$ cat config.mk
export PLATFORM = sky130hd
export DESIGN_NAME = stream_rr_arbiter
export DESIGN_NICKNAME = d
export VERILOG_FILES = /design/src/rtl/stream_rr_arbiter.sv
export SDC_FILE = /design/constraint.sdc
export NUM_CORES = 1
export LEC_CHECK = 0
export ABC_CLOCK_PERIOD_IN_PS = 7380
export CAP_MARGIN = 20
export CORE_ASPECT_RATIO = 1.2
export CORE_MARGIN = 3
export CORE_UTILIZATION = 48
export CTS_CLUSTER_DIAMETER = 60
export DETAILED_ROUTE_END_ITERATION = 6
export GPL_TIMING_DRIVEN = 0
export HOLD_SLACK_MARGIN = 0.12
export PLACE_DENSITY = 0.95
export SYNTH_ARGS = -nofsm -noshare
export SYNTH_HDL_FRONTEND = slang
export SYNTH_SLANG_ARGS = --single-unit
$ cat constraint.sdc
create_clock -name clk -period 7.38 [get_ports clk]
set_input_delay 1.107 -clock clk [delete_from_list [all_inputs] [get_ports clk]]
set_output_delay 1.107 -clock clk [all_outputs]
set_load 0.02 [all_outputs]
$ cat src/rtl/stream_rr_arbiter.sv
// rtl/stream_rr_arbiter.sv - N-to-1 round-robin valid/ready stream arbiter with two-entry output buffer
//
// Purpose:
//   Merges N requester streams onto one downstream channel. A rotating
//   priority pointer picks the next requester, so producers are served fairly.
//   A two-entry ping-pong buffer registers every downstream output. It
//   sustains one beat per cycle without a combinational path from dn_rdy
//   back to up_rdy.
//
// Configuration:
//   STRM_ARB_PKT_LOCK_EN - when defined, a grant is held for the whole packet,
//   up to the beat with up_last set. When undefined, arbitration rotates after
//   every beat. up_last is then only carried through to dn_last.
//
// Ports:
//   clk      - clock, rising edge
//   rst      - synchronous active-high reset
//   up_vld   - [N]     per-requester beat valid
//   up_dat   - [N*W]   per-requester data, requester k at [k*W +: W]
//   up_last  - [N]     per-requester last-beat flag
//   up_rdy   - [N]     per-requester ready (one-hot or zero)
//   dn_vld   - downstream beat valid
//   dn_dat   - [W]     downstream data
//   dn_last  - downstream last flag
//   dn_id    - [IDW]   source requester index of the current beat
//   dn_rdy   - downstream ready
module stream_rr_arbiter #(
  parameter int N   = 4,
  parameter int W   = 32,
  parameter int IDW = 2
) (
  input  logic             clk,
  input  logic             rst,
  input  logic [N-1:0]     up_vld,
  input  logic [N*W-1:0]   up_dat,
  input  logic [N-1:0]     up_last,
  output logic [N-1:0]     up_rdy,
  output logic             dn_vld,
  output logic [W-1:0]     dn_dat,
  output logic             dn_last,
  output logic [IDW-1:0]   dn_id,
  input  logic             dn_rdy
);

  // Rotating priority pointer: the requester searched first.
  logic [IDW-1:0] ptr;

  // Lock tracking. The lock is a constant zero in the beat-interleaving build.
  logic           locked;
  logic [IDW-1:0] lock_id;

  // Arbitration result from the round-robin search.
  logic           gnt_found;
  logic [IDW-1:0] gnt_idx;
  logic [IDW-1:0] cand;

  // Selected source and its beat.
  logic [IDW-1:0] sel;
  logic [W-1:0]   sel_dat;
  logic           sel_last;
  logic           accept;

  // Ping-pong buffer storage.
  logic [1:0]     full;
  logic           wr_bank;
  logic           rd_bank;
  logic [W-1:0]   buf_dat  [2];
  logic           buf_last [2];
  logic [IDW-1:0] buf_id   [2];
  logic           space;

  logic [W-1:0]   up_arr [N];

  for (genvar k = 0; k < N; k++) begin : g_unpack
    assign up_arr[k] = up_dat[k*W +: W];
  end

  function automatic logic [IDW-1:0] next_idx(input logic [IDW-1:0] k);
    return (k == IDW'(N-1)) ? '0 : k + 1'b1;
  endfunction

  // Space depends only on buffer state. This keeps dn_rdy out of the
  // up_rdy cone.
  assign space = ~(full[0] & full[1]);

  // First valid requester at or after ptr, wrapping modulo N.
  always_comb begin
    gnt_found = 1'b0;
    gnt_idx   = '0;
    cand      = '0;
    for (int i = 0; i < N; i++) begin
      cand = IDW'((int'(ptr) + i) % N);
      if (!gnt_found && up_vld[cand]) begin
        gnt_found = 1'b1;
        gnt_idx   = cand;
      end
    end
  end

  assign sel = locked ? lock_id : gnt_idx;

  always_comb begin
    up_rdy = '0;
    if (!rst) begin
      if (locked) begin
        up_rdy[lock_id] = space;
      end else if (gnt_found) begin
        up_rdy[gnt_idx] = space;
      end
    end
  end

  assign accept   = |(up_vld & up_rdy);
  assign sel_dat  = up_arr[sel];
  assign sel_last = up_last[sel];

`ifdef STRM_ARB_PKT_LOCK_EN
  typedef enum logic {IDLE, LOCKED} state_t;
  state_t state;

  assign locked = (state == LOCKED);

  always_ff @(posedge clk) begin
    if (rst) begin
      state   <= IDLE;
      lock_id <= '0;
      ptr     <= '0;
    end else if (accept) begin
      if (state == IDLE) begin
        if (sel_last) begin
          ptr <= next_idx(gnt_idx);
        end else begin
          state   <= LOCKED;
          lock_id <= gnt_idx;
        end
      end else if (sel_last) begin
        state <= IDLE;
        ptr   <= next_idx(lock_id);
      end
    end
  end
`else
  assign locked  = 1'b0;
  assign lock_id = '0;

  always_ff @(posedge clk) begin
    if (rst) begin
      ptr <= '0;
    end else if (accept) begin
      ptr <= next_idx(gnt_idx);
    end
  end
`endif

  // When the buffer is empty or full, wr_bank equals rd_bank. A write
  // needs space, and a read needs a full entry. So a write and a read in
  // the same cycle always go to different entries.
  always_ff @(posedge clk) begin
    if (rst) begin
      full        <= '0;
      wr_bank     <= 1'b0;
      rd_bank     <= 1'b0;
      buf_dat[0]  <= '0;
      buf_dat[1]  <= '0;
      buf_last[0] <= 1'b0;
      buf_last[1] <= 1'b0;
      buf_id[0]   <= '0;
      buf_id[1]   <= '0;
    end else begin
      if (accept) begin
        buf_dat[wr_bank]  <= sel_dat;
        buf_last[wr_bank] <= sel_last;
        buf_id[wr_bank]   <= sel;
        full[wr_bank]     <= 1'b1;
        wr_bank           <= ~wr_bank;
      end
      if (dn_vld && dn_rdy) begin
        full[rd_bank] <= 1'b0;
        rd_bank       <= ~rd_bank;
      end
    end
  end

  assign dn_vld  = full[rd_bank];
  assign dn_dat  = buf_dat[rd_bank];
  assign dn_last = buf_last[rd_bank];
  assign dn_id   = buf_id[rd_bank];

endmodule

# Word level (Yosys, flattened, before mapping)
# Memory sizes are Yosys's and may differ from the RTL's. A register that Yosys moved wholly into a read port is not among the register bits.
# Cells that the tools add are included.
# totals
mem_count	3
register_bits	6
output_inout_bits	40
input_bits	139
mem_bits_rw	70
wordCells	102
# mem_list
name	words	word_bits	rd	rd_ports_with_merged_regs	wr	line_no	source
buf_dat	2	32	1	1	2	67	logic [W-1:0] buf_dat [2];
buf_id	2	2	1	1	2	69	logic [IDW-1:0] buf_id [2];
buf_last	2	1	1	1	2	68	logic buf_last [2];
# op_classes
muxes	55
n_reduce_logical	14
n_lt_le_gt_ge	11
n_eq_ne	1
n_bitwise	10
n_addsub	4
# ops
op	count
$mux 32	3
$bmux 32 s2	1
$mux 1	32
$reduce_or 32->1	1
$mux 2	9
$lt 2x3->1 const B	5
$bmux 1 s2	5
$and 4x4->4	2
$mux 4	2
$logic_and 1x1->1	7
$add 2x1->2 const B	2
$add 2x2->2 const B	2
$lt 1x2->1 const B	2
$reduce_or 4->1	1
$ge 3x3->1 const B	1
$logic_not 1->1	3
$not 1->1	3
$not 2->3	1
$and 2x2->2	1
$demux 1 s1	2
$demux 1 s2	1
$eq 2x2->1 const B	1
$ge 1x1->1 const B	2
$ge 2x1->1 const B	1
other kinds (5)	5

# Longest topological paths before layout
# Gate-level depths: netlist of the first run.
# logic_depth
word_depth	26
ltp_mapped	12

# Least setup slack after synthesis of the first run
# Ideal clock, no wire load.
# synth_path
path_type	input to register
start	input up_vld[2]
end	memory buf_dat[0][0], enable pin
setup_time_ns	0.398
arrival_ns	3.859
path_stages	11
slack_ns	3.123
n_path_buf	3
cell_sequence	nor2b_1 > a21boi_1 > o32ai_4 > inv_2 > buf_2 > buf_1 > ha_1 > nand2_1 > a311o_1 > buf_2 > nand2b_1
# synth_rtl
element	line_no	source
from (decl)	34	input logic [N-1:0] up_vld,
to (decl)	67	

# Worst setup path after layout of the first run
# layout_path
start	input up_vld[2]
end	output up_rdy[3]
# layout_between
elab_chain_cells	19
# layout_rtl
element	line_no	source
$bmux 1 s2	93	if (!gnt_found && up_vld[cand]) begin
$mux 1 (not written as such)	93	
$mux 1	93	
$logic_not 1->1	93	
$logic_and 1x1->1	93	
$mux 1	93	
$logic_not 1->1	93	
$logic_and 1x1->1	93	
[3 not listed]	-	
$mux 2	93	
$lt 2x3->1 (not written as such) / $ge 2x1->1 (equally long branches)	108	up_rdy[gnt_idx] = space;
$logic_and 1x1->1 (not written as such)	108	
$mux 1 (not written as such)	108	
$demux 1 s2	108	
$and 4x4->4 (no line)	-	
$mux 4 (*)	107	end else if (gnt_found) begin
$mux 4 (*)	104	if (!rst) begin
to (decl)	37	output logic [N-1:0] up_rdy,
# Every way passes the cells marked *; elsewhere a longest branch is shown, timed or not. The select of a mux whose other input is x is not followed.

==> results.json, run 1 <==
{
  "fp.dieH_um": 112,
  "synth_seq_area_share": 0.498,
  "rsz0062_at_grt": "no",
  "synth_flop_cell": "edfxtp_1",
  "h-tree-depth": 3,
  "syn_to_final_growth_pct": 48.1,
  "ir_worst_vdd_mv": 0.212,
  "yosys.area_share.simple": 0.218,
  "clk_latency_ns": 0.34,
  "synthAdderAreaFrac": 0.00278,
  "p_leak_nw": 2.45,
  "tns_ns": 0,
  "final_cell_mix": "clkdlybuf4s50_1, edfxtp_1, a211oi_1",
  "netlist.area_leader.share": 0.467,
  "nFillCells": 625,
  "drt_iter0_markers": 297,
  "p_sw_mw": 0.821,
  "cp.required_ns": 6.27,
  "rows": 38,
  "drc": 0,
  "fin_crit_sh": 0.720,
  "crit_buf_inv": 6,
  "p_comb_frac": 0.504,
  "yosys_warnings": 0,
  "grt_max_degree": 36,
  "dieArea_sq_um": 10600,
  "routed_wl_um": 15100,
  "layout_commonest_cell": "clkdlybuf4s50_1",
  "root_buffer": "clkbuf_8",
  "cts_setup_buffers": 0,
  "finalHoldViolations": 0,
  "path_cells": "clkdlybuf4s50_1 > nor2b_1 > a21boi_1 > o32ai_4 > inv_2 > buf_2 > buf_1 > ha_1 > inv_1 > nor2_1 > clkdlybuf4s50_1",
  "p_int_mw": 1.32,
  "setup_viol_count_final": 0,
  "hp-class": "flip-flop to flip-flop",
  "worstPathMaxFanout": 10,
  "synth_area_per_cell_sq_um": 11.1,
  "ios": 179,
  "drive_above_1_share": 0.150,
  "synth_nets": 546,
  "synth_compound_area_frac": 0.141,
  "yosys-top-cells-area": "edfxtp_1, a211oi_1, and3_1",
  "power.share.clock": 0.179,
  "gr-usage-all-layers": 0.280,
  "cts_tree": "yes",
  "slowest_delay_ns": 0.62,
  "slew_headroom": 0.359,
  "p_total_mw": 2.14,
  "status": "completed",
  "grt_pass1_wl_um": 22900,
  "cts-buffers-inserted": 9,
  "maxCapViolations": 0,
  "clkTransAtPathRegs_ns": 0.08,
  "gp_congestion": 0.880,
  "endpoint_kind": "output pin",
  "overflow": 0,
  "hpwl_um": 11000,
  "slowest_stage": "clkdlybuf4s50_1",
  "final_max_slew_viol_count": 0,
  "synth_top_family_by_area": "simple AND/OR/NAND/NOR gates",
  "fp.dieW_um": 94.4,
  "nNetsFinal": 734,
  "arrival_ns": 4.21,
  "max_slew.worst_pin.slew_ns": 0.962,
  "fin_util": 0.734,
  "cp_common_cell": "clkdlybuf4s50_1",
  "synth_seq_cells": 77,
  "multi_input_area_sq_um": 2050,
  "core-area_sq_um": 9080,
  "avgRoutedWirePerCell_um": 21.0,
  "via_count": 4360,
  "dr.pass1.iters": 5,
  "port_buffers": 177,
  "initial_core_util": 0.496,
  "synth_xor_area_frac": 0,
  "max_freq_mhz": 188,
  "synth_mux_area_frac": 0.0923,
  "critical_path_class": "primary input to output pin",
  "power_density_nw_per_um2": 321,
  "antenna_found_initial": 0,
  "skew_ns": 0.00617,
  "synth_edf_count": 70,
  "synth.distinct_cells": 36,
  "regArea_sq_um": 2240,
  "synth-async-reset-ratio": 0,
  "cts.path.max_buffers": 2,
  "cp-start-kind": "primary input",
  "seq_power_share": 0.318,
  "synth_top_cell_by_area": "edfxtp_1",
  "cts_resized": 0,
  "syn-cell-area_sq_um": 4500,
  "crit_family": "buffers and inverters",
  "grt_pass1_vias": 4532,
  "detail-route-antenna-nets": 0,
  "viasPerCell": 6.06,
  "clkSinkCount": 77,
  "power.share.switching": 0.384,
  "postSynthCellCount": 406,
  "period_needed_ns": 5.32,
  "antenna_cells": 0,
  "hold_buffers": 0
}
[logic make-up (layout without fill, tap and decap cells)]
group           Yosys count  count (layout)
flops                    77              77
simple gates            162             162
mux                      37              37
compound gates           82              82
buf+inv                  47             240
fa+ha+maj                 1               1
[worst min-delay path: cells and delay by family (launching register included)]
family                 cells  cell delay [ns]
buffers and inverters      1             0.07
AO/OA/AOI/OAI              1             0.06
flip-flops                 1             0.36
[metal layers]
metal,part of all wire,routed length [um],global-route usage,vias to the layer above
met3,0.061,925,0.0409,38
met5,0,0,0,-
li1,-,-,-,1971
met4,0.032,488,0.109,0
met2,0.53,8020,0.497,234
met1,0.38,5680,0.340,2117
[synthesized netlist by cell type, types with 2 or more instances]
master / number
buf_2: 10
a311oi_1: 2
nand2b_1: 6
mux2_2: 36
dfxtp_1: 7
and3_1: 66
nor2_1: 9
clkbuf_1: 25
nor3_2: 17
inv_2: 2
nand2_1: 4
nor3_1: 52
a311o_1: 2
a21oi_1: 2
a211oi_1: 67
inv_1: 4
buf_4: 4
edfxtp_1: 70
nor2b_1: 4
[flip-flops by register name, summed over array words and instances (netlist names), named ones only]
name and cells:
buf_id 4, buf_dat 64, rd_bank 1, full 2, ptr 2, buf_last 2, wr_bank 1
[power groups by stage]
stage	sequential, mW	combinational (mW)	clock [mW]
final	0.679	1.08	0.382
after detailed placement	0.687	1.06	0
after CTS	0.678	1.07	0.379
after floorplan	0.672	0.654	0
after global placement	0.678	1.03	0
after global routing	0.690	1.15	0.395
[cell type report]
| type | instances | area share |
|---|---|---|
| timing repair buffer | 177 | 0.266 |
| tap | 120 | 0.0225 |
| inverter | 6 | 0.00338 |
| clock buffer | 10 | 0.0191 |
| buffer | 41 | 0.0283 |
| sequential | 77 | 0.336 |
| clock inverter | 6 | 0.0167 |
| multi-input combinational | 282 | 0.308 |
[metrics by stage]
stage | hold slack (ns) | cell area (sq um) | std cells | worst slack [ns]
global placement | 0.467 | 6420 | 703 | 1.76
CTS | 0.514 | 6670 | 719 | 2.09
detailed placement | 0.486 | 6430 | 703 | 2.10
finish | 0.527 | 6670 | 719 | 2.06
global route | 0.553 | 6670 | 719 | 1.91
floorplan | 0.455 | 4500 | 406 | 3.12
[path summary, 6_finish.rpt]
path / to / slack [ns] / cells past startpoint / from
setup / recovery: up_rdy[3] / 2.06 / 11 / up_vld[2]
setup reg to reg: buf_dat[0][9] / 3.60 / 10 / ptr[1]
hold reg to reg: full[1] / 0.53 / 2 / full[1]
hold / removal: full[1] / 0.53 / 2 / full[1]
Note: power is estimated with default switching activity, not from simulation.
==> inputs of run 2 (changes only) <==
==> config.mk (replaced) <==
export PLATFORM = sky130hd
export DESIGN_NAME = stream_rr_arbiter
export DESIGN_NICKNAME = d
export VERILOG_FILES = /design/src/rtl/stream_rr_arbiter.sv
export SDC_FILE = /design/constraint.sdc
export NUM_CORES = 1
export LEC_CHECK = 0
export ABC_CLOCK_PERIOD_IN_PS = 4600
export CAP_MARGIN = 20
export CORE_ASPECT_RATIO = 1.2
export CORE_MARGIN = 3
export CORE_UTILIZATION = 40
export CTS_CLUSTER_DIAMETER = 60
export DETAILED_ROUTE_END_ITERATION = 6
export GPL_TIMING_DRIVEN = 0
export HOLD_SLACK_MARGIN = 0.12
export PLACE_DENSITY = 0.89
export SYNTH_ARGS = -nofsm -noshare
export SYNTH_HDL_FRONTEND = slang
export SYNTH_SLANG_ARGS = --single-unit
==> constraint.sdc (replaced) <==
create_clock -name clk -period 4.6 [get_ports clk]
set_input_delay 0.69 -clock clk [delete_from_list [all_inputs] [get_ports clk]]
set_output_delay 0.69 -clock clk [all_outputs]
set_load 0.02 [all_outputs]
==> results.json, run 2 (synthesis gave the netlist of run 1 again) <==
{
  "status": "completed",
  "cts_setup_buffers": 0,
  "drive_above_1_share": 0.147,
  "cts_resized": 0,
  "slew_headroom": 0.498,
  "reg_top3": "buf_dat: 64 flops, buf_id: 4 flops",
  "cts.path.max_buffers": 2,
  "viasPerCell": 5.83,
  "via_count": 4246,
  "cts-buffers-inserted": 9,
  "rows": 41,
  "port_buffers": 177,
  "power_density_nw_per_um2": 512,
  "largest_reg_flops": 64,
  "placed_cell_area_sq_um": 6470,
  "initial_core_util": 0.418,
  "nNetsFinal": 734,
  "fp.dieH_um": 122,
  "antenna_found_initial": 0,
  "ir_worst_vdd_mv": 0.293,
  "hold_buffers": 0,
  "final_max_slew_viol_count": 0,
  "gp_congestion": 0.856,
  "h-tree-depth": 3,
  "gr-usage-all-layers": 0.234,
  "avgRoutedWirePerCell_um": 20.7,
  "final_cell_area_sq_um": 6730,
  "rsz0062_at_grt": "no",
  "cts_tree": "yes",
  "fp.dieW_um": 103,
  "placed_cells": 713,
  "grt_pass1_wl_um": 22200,
  "finalHoldViolations": 0,
  "period_needed_ns": 4.17,
  "detail-route-antenna-nets": 0,
  "syn_to_final_growth_pct": 49.4,
  "setup_viol_count_final": 0,
  "p_leak_nw": 2.47,
  "cp.required_ns": 3.91,
  "critical_path_class": "primary input to output pin",
  "dieArea_sq_um": 12600,
  "worstPathMaxFanout": 10,
  "root_buffer": "clkbuf_16",
  "max_slew.worst_pin.slew_ns": 0.752,
  "hp-class": "flip-flop to flip-flop",
  "rrSetupSlack_ns": 1.07,
  "routed_wl_um": 15000,
  "clkTransAtPathRegs_ns": 0.06,
  "antenna_cells": 0,
  "cp-start-kind": "primary input",
  "drc": 0,
  "ios": 179,
  "endpoint_kind": "output pin",
  "core-area_sq_um": 10800,
  "grt_pass1_vias": 4508,
  "max_freq_mhz": 240,
  "dr.pass1.iters": 7,
  "final_cell_mix": "clkdlybuf4s50_1, edfxtp_1, a211oi_1",
  "fin_crit_sh": 0.907,
  "arrival_ns": 3.48,
  "grt_max_degree": 36,
  "fin_cells": 728,
  "clk_latency_ns": 0.33,
  "skew_ns": 0.00322,
  "drt_iter0_markers": 185,
  "overflow": 0,
  "layout_commonest_cell": "clkdlybuf4s50_1",
  "maxCapViolations": 0,
  "top_register": "buf_dat",
  "clkSinkCount": 77,
  "hpwl_um": 11000
}
## run 2: final cells by class
| type | instances | area (sq um) |
|---|---|---|
| buffer | 40 | 185 |
| clock buffer | 9 | 225 |
| clock inverter | 7 | 32.5 |
| fill | 881 | 4050 |
| inverter | 6 | 22.5 |
| multi-input combinational | 282 | 2060 |
| sequential | 77 | 2240 |
| tap | 129 | 161 |
| timing repair buffer | 178 | 1800 |
## run 2: report_power, final
group | switching (mW) | leakage, nW | internal, mW
combinational | 0.996 | 1.55 | 0.738
sequential | 0.0658 | 0.797 | 1.02
clock | 0.267 | 0.125 | 0.355
total | 1.33 | 2.47 | 2.12
## run 2: path summary, 6_finish.rpt
path | startpoint | endpoint | cells after the start
hold reg to reg | wr_bank | wr_bank | 2
setup reg to reg | ptr[0] | buf_dat[0][23] | 11
hold / removal | wr_bank | wr_bank | 2
setup / recovery | up_vld[0] | up_rdy[3] | 10
## run 2: metal layers
metal / wire, um / vias up / global-route usage
met3: 1090 / 35 / 0.0455
met2: 7890 / 197 / 0.426
met4: 355 / 0 / 0.0996
met1: 5710 / 2039 / 0.261
met5: 0 / - / 0
li1: - / 1975 / -
## run 2: critical path: stages
cell and delay (ns):
clkdlybuf4s50_1 0.47, nor2b_1 0.18, or4_4 0.55, and2_1 0.23, inv_2 0.11, buf_2 0.25, ha_1 0.22, inv_1 0.06
nor2_1 0.10, clkdlybuf4s50_1 0.61
## run 2: through the flow
stage | total power, mW | hold WS, ns | util | TNS, ns | setup slack (ns)
after global placement | 2.75 | 0.466 | 0.597 | -46.84 | -0.686
after global routing | 3.60 | 0.503 | 0.624 | 0 | 0.260
after detailed placement | 2.82 | 0.484 | 0.600 | -8.03 | -0.196
after CTS | 3.44 | 0.491 | 0.624 | 0 | 0.149
final | 3.44 | 0.494 | 0.624 | 0 | 0.430
after floorplan | 2.13 | 0.455 | - | 0 | 0.760
==> inputs of run 3 (changes only) <==
--- a/config.mk
+++ b/config.mk
@@ -9,12 +9,13 @@
 export CAP_MARGIN = 20
 export CORE_ASPECT_RATIO = 1.2
 export CORE_MARGIN = 3
-export CORE_UTILIZATION = 40
+export CORE_UTILIZATION = 55
 export CTS_CLUSTER_DIAMETER = 60
 export DETAILED_ROUTE_END_ITERATION = 6
+export DONT_BUFFER_PORTS = 1
 export GPL_TIMING_DRIVEN = 0
 export HOLD_SLACK_MARGIN = 0.12
-export PLACE_DENSITY = 0.89
+export PLACE_DENSITY = 0.84
 export SYNTH_ARGS = -nofsm -noshare
 export SYNTH_HDL_FRONTEND = slang
 export SYNTH_SLANG_ARGS = --single-unit
==> results.json, run 3 (synthesis gave the netlist of run 1 again) <==
{
  "top_register": "buf_dat",
  "hold_buffers": 0,
  "cp.required_ns": 4.56,
  "cts-buffers-inserted": 9,
  "dr.pass1.iters": 5,
  "final_cell_mix": "edfxtp_1, a211oi_1, and3_1",
  "fp.dieH_um": 105,
  "r2r-end": "buf_dat[0][28]",
  "rrSetupSlack_ns": 0.90,
  "gr-usage-all-layers": 0.270,
  "fp.dieW_um": 88.6,
  "rows": 35,
  "status": "completed",
  "port_buffers": 0,
  "placed_cell_area_sq_um": 4620,
  "dieArea_sq_um": 9310,
  "max_slew.worst_pin.slew_ns": 0.970,
  "fin_crit_sh": 0.833,
  "startpoint": "up_vld[2]",
  "critical_path_class": "primary input to flip-flop",
  "reg2reg_from": "ptr[0]",
  "max_freq_mhz": 261,
  "h-tree-depth": 3,
  "p_leak_nw": 1.75,
  "clkSinkCount": 77,
  "period_needed_ns": 3.83,
  "syn_to_final_growth_pct": 7.14,
  "worstPathMaxFanout": 35,
  "maxCapViolations": 0,
  "ir_worst_vdd_mv": 0.319,
  "hpwl_um": 8950,
  "final_max_slew_viol_count": 0,
  "via_count": 3634,
  "antenna_found_initial": 0,
  "cts_setup_buffers": 0,
  "drt_iter0_markers": 322,
  "grt_pass1_wl_um": 18700,
  "final_cell_area_sq_um": 4820,
  "viasPerCell": 7.10,
  "hp-class": "primary input to flip-flop",
  "rsz0062_at_grt": "no",
  "grt_max_degree": 36,
  "arrival_ns": 3.79,
  "nNetsFinal": 557,
  "core-area_sq_um": 7840,
  "crit_end": "buf_dat[0][28]",
  "grt_pass1_vias": 3645,
  "cts_resized": 0,
  "avgRoutedWirePerCell_um": 24.8,
  "clkTransAtPathRegs_ns": 0.07,
  "endpoint_kind": "flip-flop",
  "ios": 179,
  "clk_latency_ns": 0.34,
  "layout_commonest_cell": "edfxtp_1",
  "setup_viol_count_final": 0,
  "root_buffer": "clkbuf_8",
  "cts.path.max_buffers": 2,
  "overflow": 0,
  "reg_top3": "buf_dat: 64 flops, buf_id: 4 flops",
  "drc": 0,
  "gp_congestion": 0.922,
  "finalHoldViolations": 0,
  "initial_core_util": 0.574,
  "antenna_cells": 0,
  "slew_headroom": 0.354,
  "r2r_cells": 11,
  "routed_wl_um": 12700,
  "drive_above_1_share": 0.212,
  "power_density_nw_per_um2": 618,
  "cts_tree": "yes",
  "detail-route-antenna-nets": 0,
  "largest_reg_flops": 64,
  "skew_ns": 0.00912,
  "cp-start-kind": "primary input",
  "holdWs_ns": 0.473
}
## run 3: changes by cell type in the layout (fill, tap and decap cells not counted)
cell / delta
clkdlybuf4s50_1: -177
clkbuf_16: -9
clkbuf_8: +9
clkinv_1: -4
bufinv_16: +2
buf_1: +1
buf_16: -1
nand2b_2: +1
nand2b_4: -1
## run 3: worst min-delay path by stage
| stage | from | to | slack (ns) | cells after the start |
|---|---|---|---|---|
| floorplan | wr_bank | wr_bank | 0.45 | 2 |
| global placement | wr_bank | wr_bank | 0.47 | 2 |
| detailed placement | wr_bank | wr_bank | 0.48 | 2 |
| CTS | dn_rdy | rd_bank | 0.45 | 1 |
| global route | dn_rdy | rd_bank | 0.47 | 1 |
| finish | dn_rdy | rd_bank | 0.47 | 1 |
## run 3: worst max-delay path: stages
cell and delay (ns):
nor2b_1 0.18, a21boi_1 0.27, o32ai_4 0.19, inv_2 0.10, buf_2 0.24, buf_1 0.45, ha_1 0.26, nand2_1 0.09
a311o_1 0.37, buf_2 0.21, nand2b_2 0.70
## run 3: final cells by class
class,instances,area [sq um]
inverters,6,22.5
flip-flops and latches,77,2240
clock inverters,5,77.6
multi-input cells,282,2050
clock buffers,9,124
well taps,92,115
plain buffers,41,189
fillers,627,3020
## run 3: stage by stage
step / util / total power, mW / worst slack (ns) / cells / setup TNS [ns]
floorplan: - / 2.13 / 0.760 / 406 / 0
global placement: 0.589 / 2.40 / -0.0818 / 498 / -4.80
detailed placement: 0.590 / 2.45 / 0.399 / 498 / 0
CTS: 0.615 / 2.98 / 0.765 / 512 / 0
global route: 0.615 / 3.14 / 0.570 / 512 / 0
finish: 0.615 / 2.98 / 0.769 / 512 / 0
## run 3: power breakdown
part / switching [mW] / internal (mW)
Clock: 0.242 / 0.298
Combinational: 0.920 / 0.437
Sequential: 0.0636 / 1.02
## run 3: per-layer routing
layer  wire length, um  part of all wire  track usage
met1              4650              0.37        0.315
met5                 0                 0            0
met3              1240             0.097       0.0765
met2              6490              0.51        0.458
met4               323             0.025        0.110
